## src/rtl/bus_xfer_ctrl.sv

```systemverilog
// Registered shared-bus transfer controller: one-hot source select, counter, conflict latch.
// Build with BUS_CONFLICT_CHECK_EN to enable multi-driver detection and the FAULT state.
module bus_xfer_ctrl #(
  parameter int WIDTH = 32,
  parameter int N_SRC = 24,
  parameter int CNT_W = 16
) (
  input  logic                     clock,
  input  logic                     clear_n,
  input  logic [N_SRC*WIDTH-1:0]   src_data,
  input  logic [N_SRC-1:0]         src_out,
  input  logic                     err_clr,
  output logic [WIDTH-1:0]         bus_out,
  output logic                     bus_valid,
  output logic [$clog2(N_SRC)-1:0] sel_idx,
  output logic                     conflict,
  output logic [CNT_W-1:0]         xfer_cnt
);

  localparam int IdxW = $clog2(N_SRC);

`ifdef BUS_CONFLICT_CHECK_EN
  localparam bit CheckEn = 1'b1;
`else
  localparam bit CheckEn = 1'b0;
`endif

  typedef enum logic [1:0] {
    IDLE,
    DRIVE,
    FAULT
  } state_t;

  state_t          state;
  state_t          nextState;
  logic [IdxW-1:0] drvIdx;
  logic [WIDTH-1:0] drvWord;
  logic            anyDrv;
  logic            multiDrv;
  logic            accept;

  // Scan downward so the lowest set bit is the last one written.
  always_comb begin
    drvIdx = '0;
    for (int i = N_SRC - 1; i >= 0; i--) begin
      if (src_out[i]) drvIdx = IdxW'(i);
    end
  end

  assign anyDrv   = |src_out;
  assign multiDrv = |(src_out & (src_out - N_SRC'(1)));
  assign drvWord  = src_data[int'(drvIdx)*WIDTH +: WIDTH];

  always_comb begin
    nextState = state;
    if (state == FAULT) begin
      // A fresh conflict alongside the clear keeps the fault latched.
      if (err_clr && !(CheckEn && multiDrv)) nextState = IDLE;
    end else begin
      unique case (1'b1)
        !anyDrv:             nextState = IDLE;
        CheckEn && multiDrv: nextState = FAULT;
        default:             nextState = DRIVE;
      endcase
    end
  end

  assign accept = (state != FAULT) && (nextState == DRIVE);

  always_ff @(posedge clock or negedge clear_n) begin
    if (!clear_n) begin
      state     <= IDLE;
      bus_out   <= '0;
      bus_valid <= 1'b0;
      sel_idx   <= '0;
      xfer_cnt  <= '0;
    end else begin
      state     <= nextState;
      bus_valid <= accept;
      if (accept) begin
        bus_out  <= drvWord;
        sel_idx  <= drvIdx;
        xfer_cnt <= xfer_cnt + CNT_W'(1);
      end
    end
  end

`ifdef BUS_CONFLICT_CHECK_EN
  always_ff @(posedge clock or negedge clear_n) begin
    if (!clear_n) begin
      conflict <= 1'b0;
    end else if (state != FAULT && nextState == FAULT) begin
      conflict <= 1'b1;
    end else if (state == FAULT && nextState == IDLE) begin
      conflict <= 1'b0;
    end
  end
`else
  assign conflict = 1'b0;
`endif

endmodule

```

## config.mk

```make
export PLATFORM = sky130hd
export DESIGN_NAME = bus_xfer_ctrl
export DESIGN_NICKNAME = d
export VERILOG_FILES = /design/src/rtl/bus_xfer_ctrl.sv
export SDC_FILE = /design/constraint.sdc
export NUM_CORES = 1
export LEC_CHECK = 0
export ABC_AREA = 0
export CORE_AREA = 2 2 329 331
export CTS_CLUSTER_DIAMETER = 40
export DETAILED_ROUTE_END_ITERATION = 16
export DIE_AREA = 0 0 331 333
export MAX_ROUTING_LAYER = met4
export PLACE_DENSITY = 0.38
export SLEW_MARGIN = 20
export SYNTH_ARGS = -nofsm -noshare
export SYNTH_HDL_FRONTEND = slang
export SYNTH_SLANG_ARGS = --single-unit
```

## constraint.sdc

```tcl
create_clock -name clock -period 2 [get_ports clock]
set_clock_uncertainty 0.15 [all_clocks]
set_input_delay 0.4 -clock clock [delete_from_list [all_inputs] [get_ports clock]]
set_output_delay 0.4 -clock clock [all_outputs]
set_load 0.03 [all_outputs]
```

# After elaboration in Yosys (flattened, before gate mapping)
# Index checks and enable logic that the tools add are counted.
# W data, S select, Z words.
dict set report totals {
  elab_cells 39
  register_bits 56
  out_inout_bits 55
  in_bits 795
}
dict set report op_classes {
  addsub 1
  reduce_logical 2
  n_shift 1
  muxes 27
  eq_ne 3
}
# op count
set op_table {}
lappend op_table {{$shiftx A768 B11 Y32} 1}
lappend op_table {{$mux W5} 24}
lappend op_table {{$reduce_or A24 Y1} 1}
lappend op_table {{$add A16 B1 Y16 const B} 1}
lappend op_table {{$mux W2} 2}
lappend op_table {{$eq A2 B1 Y1 const B} 1}
lappend op_table {{$eq A2 B2 Y1 const B} 1}
lappend op_table {{$ne A2 B2 Y1 const B} 1}
lappend op_table {{$logic_and A1 B1 Y1} 1}
lappend op_table {{$mux W1} 1}

# Longest topological paths before layout
# Gate-level depths: netlist of run 1.
dict set report logic_depth {
  depth_word 25
  depth_mapped 11
  mapped_depth_nobuf 10
}

# Least setup slack after synthesis of run 1
# OpenSTA, ideal clock, no wires.
dict set report synth_timing {
  path_type {input port to flip-flop}
  from {input port src_out[10]}
  to {register bus_out[10]}
  path_stages 10
  required_ns 1.716
  setup_time_ns 0.134
  path_slack_ns -0.708
  arrival_ns 2.424
  path_cell_list {or3_1 a211o_1 a211o_1 buf_2 a21oi_4 buf_2 mux2i_1 a22oi_1 a32oi_1 o21ai_0}
}
dict set report synth_via {
  elab_chain_len 12
  elab_cells_between_ends 17
  classes_between {1 x eq/ne; 1 x shift; 13 x mux; 2 x reduce/logical}
}
# item line_no
set synth_lines {}
lappend synth_lines {{from (decl)} 11} ;# input logic [N_SRC-1:0] src_out,
lappend synth_lines {{$mux W5 (11 in a row)} 46} ;# if (src_out[i]) drvIdx = IdxW'(i);
lappend synth_lines {{$shiftx A768 B11 Y32} 52} ;# assign drvWord = src_data[int'(drvIdx)*WIDTH +: WIDTH];
lappend synth_lines {{to (signal assigned)} 81} ;# bus_out <= drvWord;
lappend synth_lines {{to (decl)} 13} ;# output logic [WIDTH-1:0] bus_out,
# Several ways; a longest one is shown, not always the timed one.
# A chain may end at the register's enable or synchronous reset.

# Worst setup path after layout of run 1
dict set report layout_timing {
  from {input port src_out[10]}
  to {register bus_out[11]}
}
# The elaborated chain is that of the path after synthesis.

==> results of run 1 <==
==> path summary, 6_finish.rpt <==
check,startpoint,to,cells past startpoint,slack [ns]
max,src_out[10],bus_out[11],12,-1.06
min,xfer_cnt[15],xfer_cnt[15],1,0.33
max reg2reg,state[0],bus_out[11],9,-0.11
min reg2reg,xfer_cnt[15],xfer_cnt[15],1,0.33
max in group asynchronous,clear_n,bus_out[29],3,0.78
min in group asynchronous,clear_n,xfer_cnt[11],2,0.34
==> cell families after synthesis <==
kind of cell    count (synthesis)  synth area share
compound gates                541             0.423
xor+xnor                       15            0.0143
fa+ha+maj                       1           0.00136
buf+inv                       152            0.0712
flops                          56             0.152
mux                            76            0.0826
other cells                     1          0.000407
simple gates                  504             0.255
==> flip-flops by register name, summed over array words and instances, names as in the netlist <==
signal and count:
xfer_cnt 16, bus_out 32, state 2, bus_valid 1, sel_idx 5
==> Yosys cell counts (all sizes together) (3+ instances only) <==
cell type / count
nor3b: 3
nor2b: 35
a221oi: 66
nor4: 33
a211oi: 59
o311a: 14
a22oi: 40
or4: 3
buf: 64
inv: 6
a31oi: 48
o21ai: 43
o211a: 56
a21oi: 147
nand4: 19
o31ai: 4
xor2: 3
nor2: 23
nand3: 56
clkbuf: 82
dfrtp: 56
a32oi: 43
mux2i: 76
nand2b: 17
and2: 4
and3: 3
xnor2: 12
a2111oi: 5
nand3b: 17
nand2: 285
==> what timing repair did <==
| action | in CTS | in global routing |
|---|---|---|
| setup buffers | 105 | 47 |
| pin swaps | 163 | 75 |
| resized for setup | 604 | 168 |
| hold endpoints to repair | 17 | 0 |
| setup endpoints to repair | 95 | 55 |
| hold buffers | 1 | 0 |
| gates cloned | 16 | 9 |
==> cells in the final DEF, fill, tap and decap left out, drive strengths merged, types with 19 or more instances in the layout <==
| cell | count |
|---|---|
| a211oi | 59 |
| a21oi | 147 |
| a221oi | 66 |
| a22oi | 40 |
| a31oi | 48 |
| a32oi | 43 |
| buf | 499 |
| clkdlybuf4s50 | 772 |
| dfrtp | 56 |
| diode | 33 |
| dlygate4sd2 | 40 |
| mux2i | 76 |
| nand2 | 285 |
| nand3 | 56 |
| nand4 | 19 |
| nor2 | 23 |
| nor2b | 35 |
| nor4 | 33 |
| o211a | 56 |
| o21ai | 43 |
==> area by class of cell <==
| type | count | area (sq um) |
|---|---|---|
| diodes | 33 | 82.6 |
| clock buffers | 5 | 125 |
| clock inverters | 3 | 21.3 |
| fillers | 11700 | 79400 |
| inverters | 6 | 22.5 |
| multi-input cells | 1138 | 9990 |
| flip-flops and latches | 56 | 1400 |
| well taps | 1403 | 1760 |
| repair buffers | 1327 | 13800 |
==> routing by layer <==
layer | GRT usage | up-vias
met5 | - | -
met4 | 0.0605 | 0
met3 | 0.0457 | 102
met2 | 0.339 | 803
met1 | 0.257 | 8281
li1 | - | 7636
==> through the flow <==
stage / setup WS [ns] / hold WS (ns) / area (sq um) / setup TNS (ns)
after floorplan: -0.623 / -0.0456 / 9350 / -21.35
after global placement: -2.84 / 0.177 / 22100 / -96.63
after detailed placement: -2.59 / 0.176 / 22100 / -96.26
after CTS: -1.05 / 0.315 / 25900 / -35.27
after global routing: -1.04 / 0.343 / 27200 / -36.29
final: -1.06 / 0.332 / 27200 / -34.21
==> worst register-to-register path, cell delays in order (launching register included) <==
cell,delay [ns]
dfrtp_1,0.37
nand2b_1,0.19
o21ai_4,0.10
inv_2,0.06
nand2_1,0.12
buf_12,0.18
buf_4,0.20
a21oi_1,0.08
a32oi_4,0.45
o21ai_1,0.12
==> power groups by stage <==
stage	combinational (mW)	sequential, mW	clock, mW
after floorplan	1.27	1.76	0
after global placement	5.22	1.52	0
after detailed placement	5.21	1.52	0
after CTS	6.18	1.51	1.19
after global routing	6.80	1.54	1.20
final	6.49	1.52	1.08
==> impl_metrics.csv, run 1 <==
group,metric,value,unit
outcome,outcome,"complete, but fails checks",
outcome,violations,"setup timing",
yosys,postSynth.asyncResetShare,1.00,
global_routing,grt-ovfl-total,0,
power,sequentialPowerShare,0.167,
global_routing,antenna_found_initial,44,
critical_path,cp_slowest_cell,"or3_4",
critical_path,critPathBufInv,4,
drt,drc,0,
timing,slew_headroom,0.570,
yosys,ys_seq_area_frac,0.152,
drt,vias,16800,
critical_path,worstPathMaxFanout,7,
yosys,ys_warn_count,0,
timing,timing.fmax,0.327,GHz
power,p_switching,3.90,mW
floorplan,io_pins,850,
critical_path,critical_path.cell_chain,"buf_6 > or3_4 > a211o_4 > a211o_4 > buf_6 > a21oi_4 > clkbuf_16 > buf_12 > mux2i_4 > a22oi_2 > a32oi_4 > o21ai_1",
yosys,yosys-top-cells-area,"dfrtp_1, nand2_1, mux2i_1",
yosys,synth_fp_nets,2142,
floorplan,die_h,333,um
yosys,ys_types,60,
yosys,synth_top_area_cell,"dfrtp_1",
critical_path,critPathRequiredTime,2.08,ns
final_layout,syn_to_final_growth,196,%
floorplan,die_w,331,um
drt,vias_per_cell,4.24,
timing,report.final.slew_viol_count,0,
floorplan,row_count,120,
cts,insertion_delay,0.35,ns
critical_path,crit_family,"compound AO/OA/AOI/OAI gates",
critical_path,crit_path_start_kind,"input port",
critical_path,arrival,3.14,ns
drt,antenna_left,0,
timing,finalHoldViolations,0,
place,gp_congestion,0.898,
cts,cts_buffers,5,
place,port_buffers,848,
cts,cts_buffer_depth,2,
global_routing,track_usage,0.209,
critical_path,path_class,"in2reg",
power,power.leakage,10.6,nW
global_routing,grt_pass1_vias,17500,
timing,final.period_utilization,1.53,
run,cap_violations,0,
drt,met3_length,8.80,mm
drt,wl_per_cell,30.0,um
final_layout,post-route-util,0.255,
cts,cts.htree.levels,2,
drt,highest_layer,"met4",
cts,cts-root-buf,"clkbuf_16",
final_layout,post_route_cells_drive_above_1_share,0.343,
timing,finalSetupViolations,54,
floorplan,fp.coreArea,0.107,sq mm
global_routing,grt_max_degree,49,
critical_path,crit_path_end_kind,"flip-flop",
final_layout,final_nets,3330,
cts,cts_sinks,56,
drt,first_pass_iters,5,
yosys,ys.flop_type,"dfrtp_1",
timing,worst_slack,-1.06,ns
power,fin_total_pwr,9.09,mW
yosys,avgSynthCellArea,6.85,sq um
place,dp_cells,3776,
yosys,synth_top_area_share,0.152,
drt,drt_wl_total,119,mm
critical_path,slowest_delay,0.39,ns
timing,grt_setup_unrepaired,"yes",
floorplan,initial_core_util,0.0864,
floorplan,dieArea,0.110,sq mm
place,hpwl,96.8,mm
power,pwr-share-comb,0.714,
timing,worst_pin_slew,0.641,ns
yosys,synth.cell_area,0.00921,sq mm
cts,cts_tree,"done",
hold_path,worstHoldPathType,"reg2reg",
drt,wl_met1,50.0,mm
drt,dr.first_iter.drc_count,888,
power,switching_share,0.429,
yosys,syn_inst,1346,
power,p_int,5.20,mW
timing,min_period,3.06,ns
power,power-per-cell-area,334,mW/mm^2
final_layout,stdcell_count,3971,
power,vdd_drop_max,0.000293,V
yosys,ys_ff_latch,56,
drt,dr_wl_met2,56.9,mm
power,clockPowerShare,0.119,
yosys,synth_edf_count,0,
global_routing,grt_pass1_wl,152,mm
cts,clk_pin_slew,0.11,ns
Note: power is estimated with default switching activity, not from simulation.
==> inputs of run 2 (changes only) <==
HOLD_SLACK_MARGIN = 0.1   (was default)
MAX_ROUTING_LAYER = default   (was met4)
==> impl_metrics.csv, run 2 (synthesis gave the netlist of run 1 again) <==
group,metric,value,unit
final_layout,layout.cells.most_common,"clkdlybuf4s50_1",
timing,slew_headroom,0.572,
floorplan,die_h,333,um
hold_path,worstHoldPathType,"reg2reg",
place,port_buffers,848,
drt,vias_per_cell,4.26,
timing,worst_slack,-1.04,ns
timing,grt_setup_unrepaired,"yes",
global_routing,track_usage,0.201,
final_layout,syn_to_final_growth,187,%
global_routing,grt-ovfl-total,0,
hold_path,holdPathStages,1,
place,postPlaceCellArea,0.0221,sq mm
floorplan,fp.coreArea,0.107,sq mm
floorplan,dieArea,0.110,sq mm
global_routing,antenna_found_initial,35,
timing,finalSetupViolations,53,
final_layout,reg.largest.list,"bus_out x32, xfer_cnt x16, sel_idx x5",
drt,wl_per_cell,29.7,um
final_layout,layout_common_cells,"clkdlybuf4s50_1, buf_4, nand2_1",
critical_path,crit_path_start_kind,"input port",
outcome,violations,"setup timing",
place,gp_congestion,0.916,
timing,worst_pin_slew,0.641,ns
cts,cts-root-buf,"clkbuf_16",
critical_path,timing.rr.end,"bus_out[10]",
drt,dr.first_iter.drc_count,1059,
drt,vias,16800,
global_routing,grt_pass1_wl,151,mm
power,power-per-cell-area,332,mW/mm^2
critical_path,reg2reg_slack,-0.21,ns
critical_path,r2r_start,"state[1]",
cts,cts_tree,"done",
critical_path,critPathRequiredTime,2.05,ns
final_layout,final_nets,3307,
floorplan,die_w,331,um
floorplan,initial_core_util,0.0864,
final_layout,post_route_cells_drive_above_1_share,0.319,
hold_path,hold_end,"xfer_cnt[15]",
power,power.leakage,10.4,nW
power,fin_total_pwr,8.78,mW
timing,final.period_utilization,1.52,
power,vdd_drop_max,0.000321,V
drt,drc,0,
critical_path,crit_path_end_kind,"flip-flop",
outcome,outcome,"complete, but fails checks",
place,hpwl,96.5,mm
cts,clk_pin_slew,0.09,ns
global_routing,grt_pass1_vias,17100,
critical_path,path_class,"in2reg",
cts,cts_buffer_depth,2,
run,cap_violations,0,
global_routing,grt_max_degree,57,
hold_path,hp-start,"xfer_cnt[15]",
drt,antenna_left,0,
drt,first_pass_iters,6,
timing,finalHoldViolations,0,
final_layout,post-route-util,0.248,
drt,drt_wl_total,117,mm
final_layout,fillCellCount,11900,
timing,min_period,3.04,ns
critical_path,ff2ff_path_depth,10,
critical_path,arrival,3.09,ns
timing,report.final.slew_viol_count,0,
critical_path,worstPathMaxFanout,8,
cts,cts_sinks,56,
cts,cts_buffers,5,
floorplan,io_pins,850,
critical_path,crit_start,"src_out[6]",
final_layout,top_register,"bus_out",
timing,timing.fmax,0.329,GHz
cts,cts.htree.levels,2,
cts,insertion_delay,0.34,ns
floorplan,row_count,120,
final_layout,fin_area,0.0265,sq mm
timing,hold_slack,0.322,ns
final_layout,largest_register_ff_count,32,
run 2: cell count changes in the layout (fill, tap and decap cells not counted), moves of 8 or more:
cell      delta
a211oi_1    +13
buf_16      -15
a21oi_1     +16
buf_4       -14
a211oi_4     -8
mux2i_1     -11
diode_2     -17
a21oi_2      -9
buf_12      +10
mux2i_2     +10
run 2: power breakdown:
group          switching, mW  total [mW]  internal (mW)
clock                  0.573        1.05          0.475
combinational           2.94        6.22           3.28
sequential             0.221        1.51           1.29
total                   3.73        8.78           5.05
run 2: what timing repair did:
item	4_1_cts	5_1_grt
gates resized for setup	509	167
hold endpoints to repair	56	0
setup endpoints to repair	88	60
setup buffers	94	38
pin swaps	123	70
hold buffers	1	0
cloned	13	2
run 2: cell type report:
cell class	instances	area, sq um	area share
Multi-Input combinational cell	1138	9610	0.363
Antenna cell	16	40.0	0.00151
Inverter	6	22.5	0.000851
Clock inverter	2	13.8	0.000520
Clock buffer	6	129	0.00487
Sequential cell	56	1400	0.0531
Tap cell	1403	1760	0.0663
Timing Repair Buffer	1304	13500	0.510
run 2: how the worst max path moves through the flow:
| stage | endpoint | slack, ns |
|---|---|---|
| after floorplan | bus_out[30] | -0.62 |
| after CTS | bus_out[11] | -1.05 |
| final | bus_out[10] | -1.04 |
| after detailed placement | bus_out[28] | -2.74 |
| after global routing | bus_out[2] | -1.11 |
| after global placement | bus_out[28] | -2.81 |
run 2: through the flow:
step                      instances  setup WS, ns  TNS [ns]
final                          3931         -1.04    -37.57
after global routing           3924         -1.11    -41.62
after CTS                      3883         -1.05    -38.35
after detailed placement       3776         -2.74    -94.68
after global placement         3776         -2.81    -97.66
after floorplan                1346        -0.623    -21.35
run 2: metal layers:
layer / vias to the layer above / track usage / routed length, um
met5: - / 0 / 123
met3: 104 / 0.0461 / 8440
met4: 20 / 0.0391 / 2400
li1: 7574 / - / -
met2: 765 / 0.347 / 56600
met1: 8293 / 0.253 / 49300
run 2: worst max-delay path: stages:
cell and delay, ns:
buf_6 0.10, or3_4 0.40, a211o_4 0.32, a211o_1 0.33, buf_6 0.14, a21oi_4 0.15, buf_12 0.13, buf_16 0.15
buf_12 0.15, mux2i_4 0.23, a22oi_2 0.09, a32oi_4 0.34, o21ai_1 0.12
==> inputs of run 3 (changes only) <==
ABC_CLOCK_PERIOD_IN_PS = 2000   (was default)
CTS_CLUSTER_DIAMETER = default   (was 40)
RECOVER_POWER = 100   (was default)
==> impl_metrics.csv, run 3 (synthesis gave the netlist of run 1 again) <==
group,metric,value,unit
outcome,outcome,"complete, but fails checks",
outcome,violations,"setup timing",
power,fin_total_pwr,8.72,mW
critical_path,cp_slowest_cell,"or3_4",
timing,finalHoldViolations,0,
hold_path,hold_end,"xfer_cnt[15]",
final_layout,post_route_cells_drive_above_1_share,0.316,
place,port_buffers,848,
critical_path,r2r_start,"state[1]",
cts,clk_pin_slew,0.09,ns
floorplan,die_w,331,um
final_layout,largest_register_ff_count,32,
cts,cts_tree,"done",
global_routing,antenna_found_initial,35,
floorplan,fp.coreArea,0.107,sq mm
timing,finalSetupViolations,53,
cts,cts_buffers,5,
final_layout,layout.cells.most_common,"clkdlybuf4s50_1",
drt,dr.first_iter.drc_count,1058,
global_routing,grt_pass1_vias,17100,
power,power-per-cell-area,331,mW/mm^2
timing,worst_pin_slew,1.01,ns
critical_path,timing.rr.end,"bus_out[10]",
critical_path,slowest_delay,0.40,ns
cts,insertion_delay,0.34,ns
hold_path,worstHoldPathType,"reg2reg",
critical_path,arrival,3.09,ns
power,sequentialPowerShare,0.173,
power,p_int,4.99,mW
cts,cts-root-buf,"clkbuf_16",
timing,grt_setup_unrepaired,"yes",
hold_path,holdPathStages,1,
global_routing,grt_max_degree,57,
cts,cts.htree.levels,2,
critical_path,critPathRequiredTime,2.05,ns
drt,drc,0,
power,pwr-share-comb,0.706,
final_layout,syn_to_final_growth,186,%
floorplan,die_h,333,um
timing,timing.fmax,0.329,GHz
timing,worst_slack,-1.04,ns
timing,slew_headroom,0.325,
final_layout,final_nets,3307,
place,postPlaceCellArea,0.0221,sq mm
final_layout,regArea,0.00140,sq mm
hold_path,hp-start,"xfer_cnt[15]",
critical_path,crit_path_start_kind,"input port",
final_layout,fin_area,0.0264,sq mm
drt,vias,16800,
drt,drt_wl_total,117,mm
cts,cts_sinks,56,
floorplan,row_count,120,
critical_path,reg2reg_slack,-0.21,ns
floorplan,dieArea,0.110,sq mm
cts,cts_buffer_depth,2,
power,vdd_drop_max,0.000323,V
power,p_switching,3.73,mW
global_routing,grt_pass1_wl,151,mm
critical_path,crit_path_end_kind,"flip-flop",
place,gp_congestion,0.916,
power,switching_share,0.428,
critical_path,path_class,"in2reg",
power,clockPowerShare,0.120,
final_layout,fillCellCount,11900,
critical_path,critical_path.cell_chain,"buf_6 > or3_4 > a211o_4 > a211o_1 > buf_6 > a21oi_4 > buf_12 > buf_16 > buf_12 > mux2i_4 > a22oi_2 > a32oi_4 > o21ai_1",
floorplan,io_pins,850,
power,power.leakage,10.3,nW
critical_path,worstPathMaxFanout,8,
floorplan,initial_core_util,0.0864,
drt,antenna_left,0,
drt,vias_per_cell,4.27,
timing,report.final.slew_viol_count,0,
final_layout,reg.largest.list,"bus_out x32, xfer_cnt x16, sel_idx x5",
timing,min_period,3.04,ns
global_routing,track_usage,0.201,
final_layout,top_register,"bus_out",
run,cap_violations,0,
global_routing,grt-ovfl-total,0,
drt,first_pass_iters,5,
final_layout,multi_input_area,0.00961,sq mm
final_layout,layout_common_cells,"clkdlybuf4s50_1, buf_4, nand2_1",
place,hpwl,96.5,mm
drt,wl_per_cell,29.8,um
timing,final.period_utilization,1.52,
critical_path,ff2ff_path_depth,10,
-- run 3: cell types whose count changed in the layout (fill, tap and decap cells not counted), sizes merged --
cell | previous run | this run
dlymetal6s2s | 4 | 0
clkbuf | 11 | 28
buf | 473 | 460
-- run 3: how the worst max path moves through the flow --
stage	cells after the start	from	to	slack [ns]
finish	13	src_out[6]	bus_out[10]	-1.04
global route	15	src_out[6]	bus_out[2]	-1.11
CTS	13	src_out[6]	bus_out[11]	-1.05
detailed placement	13	src_out[21]	bus_out[28]	-2.74
global placement	13	src_out[21]	bus_out[28]	-2.81
floorplan	11	src_out[10]	bus_out[30]	-0.62
-- run 3: area by class of cell --
class | instances | area share
diodes | 16 | 0.00152
clock buffers | 6 | 0.00489
clock inverters | 2 | 0.000522
inverters | 6 | 0.000854
multi-input cells | 1138 | 0.365
flip-flops and latches | 56 | 0.0533
well taps | 1403 | 0.0666
repair buffers | 1304 | 0.508
-- run 3: what timing repair did --
| item | in CTS | in global routing |
|---|---|---|
| hold buffers | 1 | 0 |
| pin swaps | 123 | 70 |
| setup buffers | 94 | 38 |
| resized for setup | 509 | 167 |
| gates cloned | 13 | 2 |
| endpoints found under the setup margin | 88 | 60 |
| endpoints found under the hold margin | 56 | 0 |
-- run 3: critical path, delay by kind of cell --
| kind | cells | cell delay [ns] |
|---|---|---|
| compound gates | 6 | 1.35 |
| mux | 1 | 0.23 |
| buf+inv | 5 | 0.67 |
| simple gates | 1 | 0.40 |
-- run 3: per-stage QoR --
| step | cells | TNS (ns) | utilization | hold slack [ns] | setup WS, ns |
|---|---|---|---|---|---|
| 6_report | 3931 | -37.62 | 0.247 | 0.322 | -1.04 |
| 3_3_place_gp | 3776 | -97.66 | 0.207 | 0.293 | -2.81 |
| 4_1_cts | 3883 | -38.35 | 0.238 | 0.341 | -1.05 |
| 5_1_grt | 3924 | -41.62 | 0.247 | 0.335 | -1.11 |
| 3_5_place_dp | 3776 | -94.68 | 0.207 | 0.293 | -2.74 |
| 2_1_floorplan | 1346 | -21.35 | - | -0.0456 | -0.623 |
-- run 3: power groups by stage --
stage | clock (mW) | combinational [mW] | sequential, mW
CTS | 1.12 | 6.03 | 1.51
detailed placement | 0 | 5.21 | 1.52
floorplan | 0 | 1.27 | 1.76
global placement | 0 | 5.23 | 1.52
finish | 1.05 | 6.16 | 1.51
global route | 1.15 | 6.46 | 1.54
-- run 3: layer usage --
metal  track usage  part of all wire  up-vias
li1              -                 -     7567
met1         0.253              0.42     8315
met2         0.347              0.48      768
met3        0.0461             0.073      102
met4        0.0391             0.021       20
met5             0            0.0011        -
==> RTL change (flow settings as in run 3) <==
Add a define of `BUS_CONFLICT_CHECK_EN`.
--- a/src/rtl/bus_xfer_ctrl.sv
+++ b/src/rtl/bus_xfer_ctrl.sv
@@ -1,5 +1,7 @@
 // Registered shared-bus transfer controller: one-hot source select, counter, conflict latch.
 // Build with BUS_CONFLICT_CHECK_EN to enable multi-driver detection and the FAULT state.
+`define BUS_CONFLICT_CHECK_EN
+
 module bus_xfer_ctrl #(
   parameter int WIDTH = 32,
   parameter int N_SRC = 24,
Function: changed (a bounded check fails within 4 cycles, from zero or initial values).
==> RTL change against run 3 <==
Design area shrank 2.2%; sequential cell count is 1 higher; combinational power down 16%; critical endpoint is now xfer_cnt[7]; worst setup slack better by 17 ps; area after synthesis increased by 1.4%; wire length down 5.5%; total power shrank 7.7%; worst hold slack gained 5.5 ps; largest power group unchanged; the flow still finishes with violations (setup timing).
==> RTL change: results (changes against run 3) <==
Place:
- The area of placed instances came to 22,000 µm² (-0.32%).
- The instance count after placement with tap cells included was 3,835 (+1.6%).
- The weighted congestion at the end of routability-driven global placement was 0.887 (-3.2%).
- The number of I/O port buffers was 849 (+0.12%).
- The HPWL after detailed placement came to 89.0 mm (-7.8%).
- The pre-CTS setup slack is -2720 ps (+19.1 ps).

Yosys:
- The xor-xnor portion of the synthesized cell area came to 1.41% (-0.020 points).
- After synthesis, the cell types taking the most area are nand2_1 (16%), dfrtp_1 (15%), a31oi_1 (6.2%), mux4_2 (5.3%), a21oi_1 (4.8%).
- The count of distinct cell types in the synthesized netlist is 65 (+8.3%).
- The commonest cells after synthesis are nand2_1 (403), clkbuf_1 (116), a31oi_1 (92).
- The adder-cell area share of the yosys netlist is 0.469% (+0.33 points).

Clocking:
- The clock transition time at the flip-flop clock pins of the worst setup and hold paths came to 60 ps (-30 ps).
- The clock latency of the later-clocked register in the worst-skew pair is 370 ps (+30 ps).
- The post-cts gate resize count came to 497 (-2.4%).
- The number of CTS-inserted buffers is 9 (+4).
- The post-CTS repair timing setup buffer count is 96 (+2.1%).

STA:
- The number of setup violations in the final report is 57 (+7.5%).
- The final-layout setup total negative slack was -52,500 ps (-14,880 ps).
- The relative slew slack is 40.0% (+7.5 points).
- The final critical-path setup slack is -1020 ps (+17.5 ps).
- The smallest hold slack is 328 ps (+5.51 ps).

Power and ir drop:
- The clock group power is 1.75 mW (+67%).
- The highest ir drop seen on vdd was 414 µV (+28%).
- The internal power of the cells was 5.05 mW (+1.3%).
- The power drawn by the sequential cells is 1.15 mW (-24%).

Cells and area:
- The final layout net count is 3,366 (+1.8%).
- The count of fill cells added during filler insertion is 11,900 (+0.12%).
- The fraction of final layout cells sized beyond drive strength 1 is 29.2% (-2.4 points).
- The final non-filler cell total is 3,990 (+1.5%).
- The summed area of non-filler cells in the final layout is 25,800 µm² (-2.2%).

GRT:
- The maximum number of pins on one net before global-route repair is 71 (+25%).
- The met3 routing resource usage after global routing is 4.32% (-0.29 points).
- The global-route wire length before repair came to 144 mm (-4.5%).
- The met1 track utilization from global routing came to 25.2% (-0.15 points).
- The global routing usage summed across all routing layers is 18.9% (-1.2 points).
- The via count of the first global-routing pass was 17,200 (+0.43%).

Status:
- The checks that failed: setup timing.
- The run finished, with violations left.

Detailed routing:
- The initial DRC count was 1,060 (+0.19%).
- The routed wirelength normalized by instance count is 27.7 µm (-6.9%).

Critical path:
- The internal reg-to-reg setup slack is -60 ps (+150 ps).
- The maximum net fanout on the critical path is 7 (-1).
[RTL change: cell types whose count changed in the layout (fill, tap and decap cells not counted), moves of 26 or more]
cell,run 3,this run
o211ai_1,1,27
and3_1,3,58
nand2_1,267,391
a31oi_1,21,71
nor2b_1,34,6
a21oi_1,123,48
o211a_1,56,0
[RTL change: worst max path at each step]
stage,from,end,slack [ps]
finish,src_out[3],xfer_cnt[7],-1020
global route,src_out[2],xfer_cnt[15],-1110
CTS,src_out[3],xfer_cnt[13],-990
detailed placement,src_out[2],bus_out[24],-2720
global placement,src_out[2],bus_out[4],-2960
floorplan,src_out[2],xfer_cnt[13],-1120
[RTL change: cell type report]
type / instances / share of cell area (%)
clock inverter: 6 / 0.262
timing repair buffer: 1289 / 50.8
multi-input combinational: 1206 / 35.4
sequential: 57 / 5.53
antenna: 12 / 0.116
clock buffer: 10 / 0.927
tap: 1403 / 6.81
inverter: 7 / 0.121
[RTL change: critical path, stage by stage]
cell and delay, ps:
buf_8 100, buf_6 110, nor4_4 270, buf_6 170
a31oi_1 90, maj3_2 330, or4b_4 560, nor4b_4 380
nand2_4 140, inv_6 100, and3_4 220, nand4_1 120
xnor2_1 140
[RTL change: cells by family (layout without fill, tap and decap cells)]
group / Yosys count / count (layout)
other: 0 / 12
buffers and inverters: 151 / 1312
AOI/OAI and AO/OA: 479 / 479
muxes: 62 / 62
xor gates and xnor gates: 15 / 15
DFF: 57 / 57
and+or+nand+nor: 646 / 646
adders and majority gates: 4 / 4
[RTL change: metal layers]
metal  wire length, µm  vias up
li1                  -     7678
met1             49500     8284
met2             52000      674
met3              7820       68
met4              1120       22
met5               155        -
